## config.mk

```make
export PLATFORM = sky130hd
export DESIGN_NAME = commit_tracer
export DESIGN_NICKNAME = d
export VERILOG_FILES = /design/src/rtl/commit_tracer.sv
export SDC_FILE = /design/constraint.sdc
export NUM_CORES = 1
export LEC_CHECK = 0
export BUFFER_PORTS_ARGS = -buffer_cell sky130_fd_sc_hd__buf_4
export CORE_ASPECT_RATIO = 0.75
export CORE_MARGIN = 2
export CORE_UTILIZATION = 45
export CTS_CLUSTER_SIZE = 25
export DETAILED_ROUTE_END_ITERATION = 8
export PLACE_DENSITY = 0.65
export SLEW_MARGIN = 20
export SYNTH_ARGS = -nofsm -noshare
export SYNTH_HDL_FRONTEND = slang
export SYNTH_SLANG_ARGS = --single-unit
```

## constraint.sdc

```tcl
create_clock -name clk -period 14.1 [get_ports clk]
set_clock_uncertainty 0.05 [all_clocks]
set_input_delay 1.41 -clock clk [delete_from_list [all_inputs] [get_ports clk]]
set_output_delay 1.41 -clock clk [all_outputs]
set_load 0.01 [all_outputs]
```

## src/rtl/commit_tracer.sv

```systemverilog
// Commit tracer: records CPU commits into a FWFT trace FIFO, optional shadow RF (COMMIT_TRACER_SHADOW_RF_EN).
// Latency: a capture is visible on trace_* the cycle after its commit edge; shadow RF write lands at that edge.
// Backpressure: trace_valid/trace_ready; cpu_en drops at occupancy DEPTH-1 so the in-flight commit always fits.

module commit_tracer_fifo #(
  parameter int W     = 8,
  parameter int DEPTH = 8
) (
  input  logic                     clk,
  input  logic                     rst,
  input  logic                     push,
  input  logic [W-1:0]             push_dat,
  input  logic                     pop,
  output logic [W-1:0]             head_dat,
  output logic                     vld,
  output logic                     full,
  output logic [$clog2(DEPTH):0]   count
);
  localparam int AW = $clog2(DEPTH);

  logic [W-1:0]  mem [DEPTH];
  logic [AW-1:0] wr_ptr;
  logic [AW-1:0] rd_ptr;
  logic          do_push;
  logic          do_pop;

  assign vld      = (count != '0);
  assign full     = (count == (AW+1)'(DEPTH));
  assign do_pop   = pop && vld;
  // When full, a same-cycle pop frees the head slot the write lands in.
  assign do_push  = push && (!full || do_pop);
  assign head_dat = mem[rd_ptr];

  always_ff @(posedge clk) begin
    if (do_push) mem[wr_ptr] <= push_dat;
  end

  always_ff @(posedge clk) begin
    if (rst) begin
      wr_ptr <= '0;
      rd_ptr <= '0;
      count  <= '0;
    end else begin
      if (do_push) wr_ptr <= wr_ptr + 1'b1;
      if (do_pop)  rd_ptr <= rd_ptr + 1'b1;
      case ({do_push, do_pop})
        2'b10:   count <= count + 1'b1;
        2'b01:   count <= count - 1'b1;
        default: count <= count;
      endcase
    end
  end
endmodule

module commit_tracer #(
  parameter int DEPTH = 8
) (
  input  logic        clk,
  input  logic        rst,
  input  logic        commit,
  input  logic [31:0] commit_pc,
  input  logic [31:0] commit_inst,
  input  logic        commit_halt,
  input  logic        commit_reg_we,
  input  logic [4:0]  commit_reg_wa,
  input  logic [31:0] commit_reg_wd,
  input  logic        commit_dmem_we,
  input  logic [31:0] commit_dmem_wa,
  input  logic [31:0] commit_dmem_wd,
  output logic        cpu_en,
  output logic        trace_valid,
  input  logic        trace_ready,
  output logic [31:0] trace_pc,
  output logic [31:0] trace_inst,
  output logic        trace_halt,
  output logic        trace_reg_we,
  output logic [4:0]  trace_reg_wa,
  output logic [31:0] trace_reg_wd,
  output logic        trace_dmem_we,
  output logic [31:0] trace_dmem_wa,
  output logic [31:0] trace_dmem_wd,
  input  logic [4:0]  shadow_ra,
  output logic [31:0] shadow_rd,
  output logic [31:0] inst_count,
  output logic        halted,
  output logic        overflow
);
  localparam int AW = $clog2(DEPTH);
  localparam logic [AW:0] EN_LIMIT = (AW+1)'(DEPTH - 2);

  typedef struct packed {
    logic [31:0] pc;
    logic [31:0] inst;
    logic        halt;
    logic        reg_we;
    logic [4:0]  reg_wa;
    logic [31:0] reg_wd;
    logic        dmem_we;
    logic [31:0] dmem_wa;
    logic [31:0] dmem_wd;
  } rec_t;

  typedef enum logic [1:0] {IDLE, RUN, HALTED} state_t;

  state_t      state;
  logic        cpu_en_q;
  logic        capture;
  logic        pop;
  logic        fifo_full;
  logic [AW:0] fifo_count;
  rec_t        in_rec;
  rec_t        head_raw;
  rec_t        head_rec;

  // cpu_en_q marks a commit produced by an enabled CPU cycle; stalled repeats are ignored.
  assign capture = commit && cpu_en_q && (state == RUN);
  assign cpu_en  = (state == RUN) && (fifo_count <= EN_LIMIT);
  assign pop     = trace_valid && trace_ready;
  assign halted  = (state == HALTED);

  assign in_rec = '{pc: commit_pc, inst: commit_inst, halt: commit_halt,
                    reg_we: commit_reg_we, reg_wa: commit_reg_wa, reg_wd: commit_reg_wd,
                    dmem_we: commit_dmem_we, dmem_wa: commit_dmem_wa, dmem_wd: commit_dmem_wd};

  commit_tracer_fifo #(.W($bits(rec_t)), .DEPTH(DEPTH)) u_fifo (
    .clk      (clk),
    .rst      (rst),
    .push     (capture),
    .push_dat (in_rec),
    .pop      (pop),
    .head_dat (head_raw),
    .vld      (trace_valid),
    .full     (fifo_full),
    .count    (fifo_count)
  );

  // Stale RAM contents never reach the trace outputs.
  assign head_rec      = trace_valid ? head_raw : '0;
  assign trace_pc      = head_rec.pc;
  assign trace_inst    = head_rec.inst;
  assign trace_halt    = head_rec.halt;
  assign trace_reg_we  = head_rec.reg_we;
  assign trace_reg_wa  = head_rec.reg_wa;
  assign trace_reg_wd  = head_rec.reg_wd;
  assign trace_dmem_we = head_rec.dmem_we;
  assign trace_dmem_wa = head_rec.dmem_wa;
  assign trace_dmem_wd = head_rec.dmem_wd;

  always_ff @(posedge clk) begin
    if (rst) begin
      state      <= IDLE;
      cpu_en_q   <= 1'b0;
      inst_count <= '0;
      overflow   <= 1'b0;
    end else begin
      cpu_en_q <= cpu_en;
      if (capture) inst_count <= inst_count + 32'd1;
      if (capture && fifo_full && !pop) overflow <= 1'b1;
      case (state)
        IDLE:    state <= RUN;
        RUN:     if (capture && commit_halt) state <= HALTED;
        default: state <= HALTED;
      endcase
    end
  end

`ifdef COMMIT_TRACER_SHADOW_RF_EN
  logic [31:0] shadow [32];

  always_ff @(posedge clk) begin
    if (rst) begin
      for (int i = 0; i < 32; i++) shadow[i] <= '0;
    end else if (capture && commit_reg_we && (commit_reg_wa != 5'd0)) begin
      shadow[commit_reg_wa] <= commit_reg_wd;
    end
  end

  assign shadow_rd = (shadow_ra == 5'd0) ? '0 : shadow[shadow_ra];
`else
  logic unused_shadow_ra;
  assign unused_shadow_ra = ^shadow_ra;
  assign shadow_rd        = '0;
`endif
endmodule

```

==> out/results.ini <==
[synth]
synth_flop_cell=edfxtp_1
async_flop_share=0
synth_seq_cells=1393
synth_area_um2=53300
synth_commonest_cells=1344 x edfxtp_1, 336 x mux4_2, 221 x nor2_1, 170 x mux2i_1, 55 x clkbuf_1
synth_area_per_cell_um2=22.1
synthTopCellsByArea=edfxtp_1 76%, mux4_2 14%, mux2i_1 3.2%
synth_most_common_cell=edfxtp_1
yosysTopAreaCell=edfxtp_1
synth_top_area_share=0.758
synth_cells=2411
ys_types=45
yosys_warnings=0
synth_edf_count=1344
yosysSeqAreaShare=0.776

[sta]
final.setup.tns_ns=0
hold_viol_final=0
fmax_mhz=170
slew_headroom=0.215
maxSlewViolCount=0
setup_slack_ns=8.23
rsz0062_at_grt=no
max_slew.worst_pin.slew_ns=1.18
setup_violations=0
period_share=0.416
fin_crit_ns=5.87

[power_and_ir_drop]
p_clk_frac=0.375
p_int_mw=7.22
combPwrFrac=0.140
leakage_nw=19.6
p_switching_mw=2.21
ir_drop_v=0.000133
switching_share=0.235
power_frac_seq=0.485
p_per_area_nw_per_um2=152

[detailed_routing]
drc=0
routed_via_density=5.52
finalWirelength_um=114000
firstDrtPassIters=5
wire_per_inst_um=25.4
ant_nets=0
vias=24864
drt-initial-drc-count=1552

[clock_tree]
tritoncts=yes
root_buffer=clkbuf_16
cts.sinks=1393
clk_pin_slew_ns=0.06
ctsHoldBuffers=0
numCtsBuffers=139
cts.htree.levels=4
clk_latency_ns=0.76
max-clock-path-buffers=3
cts_setup_buffers=0
ctsResizeCount=0

[flow_run]
drv_cap=0

[min_path]
holdPathStages=2
hp-class=flip-flop to flip-flop

[grt]
grt_max_degree=155
grt_pass1_wl_um=168000
track_usage=0.188
antenna_found_initial=16
grt_pass1_vias=26481
grt_overflow=0

[floorplan]
io_pins=413
start_util=0.453
die_w_um=401
die_h_um=302
coreArea_um2=118000
std_cell_rows=109
die-area_um2=121000

[placed_design]
dpl_cell_area_um2=57800
dp_hpwl_um=61300
port_buffers=375
routabilityCongestion=0.753
post-place-ws_ns=8.29

[worst_setup_path]
r2r_cells=6
crit_path_end_kind=primary output
worstPathRequired_ns=12.64
crit_fanout=93
ff2ff_setup_slack_ns=9.52
path_class=flip-flop to primary output
worstPathArrival_ns=4.41
startpoint_type=flip-flop

[layout]
area_growth_pct=16.8
fin_area_um2=62200
fin_nets=3030
n_fill_cell=9065
drive_gt1_frac=0.331
final_util=0.529

[status]
status=completed

## cell type report
type                       instances  area, µm²  share of cell area
antenna                            5       12.5            0.000201
clock buffer                     169       3720              0.0598
tap                             1554       1940              0.0313
clock inverter                    72        639              0.0103
multi-input combinational        892      11300               0.182
inverter                           4       15.0            0.000241
sequential                      1393      41400               0.665
timing repair buffer             419       3220              0.0518
## flip-flops by register name, summed over array words and instances, names as in the netlist, named ones only
register / cells
cpu_en_q: 1
inst_count: 32
overflow: 1
state: 2
u_fifo.count: 4
u_fifo.mem: 1344
u_fifo.rd_ptr: 3
u_fifo.wr_ptr: 3
## placed cells by master (no fill, tap or decap), drive strengths merged, types with 5 or more instances in the layout
master,netlist,final
nor2,221,221
and3,8,8
xnor2,12,12
inv,4,10
mux4,336,336
conb,1,32
clkinvlp,0,5
a21oi,6,6
nand2,16,16
dfxtp,49,49
xor2,25,25
nand4,14,14
nand3,11,11
buf,98,419
clkinv,0,51
mux2i,170,170
diode,0,5
edfxtp,1344,1344
nor3,8,8
clkbuf,55,169
bufinv,0,10
## critical path, cell delays in order, from the launching register on
cell	delay, ns
dfxtp_4	0.87
buf_12	0.60
buf_4	0.87
mux4_2	0.60
mux2i_1	0.22
nor2_1	0.07
buf_4	0.18
## logic make-up after synthesis
kind of cell               synth area share
other                             0.0000704
muxes                                 0.174
adders and majority gates          0.000940
DFF                                   0.776
xor gates and xnor gates            0.00608
and+or+nand+nor                      0.0261
AOI/OAI and AO/OA                   0.00164
buffers and inverters                0.0151
## final timing paths
check / startpoint / endpoint
hold / removal: overflow / overflow
setup / recovery: flip-flop / trace_pc[27]
hold reg to reg: overflow / overflow
setup reg to reg: state[1] / u_fifo.mem[5][16]
## power by group through the flow
stage / sequential, mW / clock, mW / combinational, mW
2_1_floorplan: 4.65 / 0 / 0.797
3_3_place_gp: 4.66 / 0 / 1.33
3_5_place_dp: 4.67 / 0 / 1.35
4_1_cts: 4.58 / 3.64 / 1.35
5_1_grt: 4.58 / 3.81 / 1.42
6_report: 4.58 / 3.54 / 1.32
## metal layers
layer | vias to the layer above | GRT usage | part of all wire
met5 | - | 0 | 0.0011
met4 | 20 | 0.0659 | 0.022
met3 | 172 | 0.0452 | 0.059
met2 | 633 | 0.318 | 0.51
met1 | 13299 | 0.241 | 0.41
li1 | 10740 | - | -
## through the flow
step / std cells / power [mW] / hold slack (ns)
3_5_place_dp: 4261 / 6.01 / 0.434
2_1_floorplan: 2442 / 5.44 / 0.412
4_1_cts: 4502 / 9.57 / 0.444
5_1_grt: 4508 / 9.81 / 0.478
3_3_place_gp: 4261 / 6.00 / 0.407
6_report: 4508 / 9.44 / 0.437
Power figures use the tool's default switching activity.
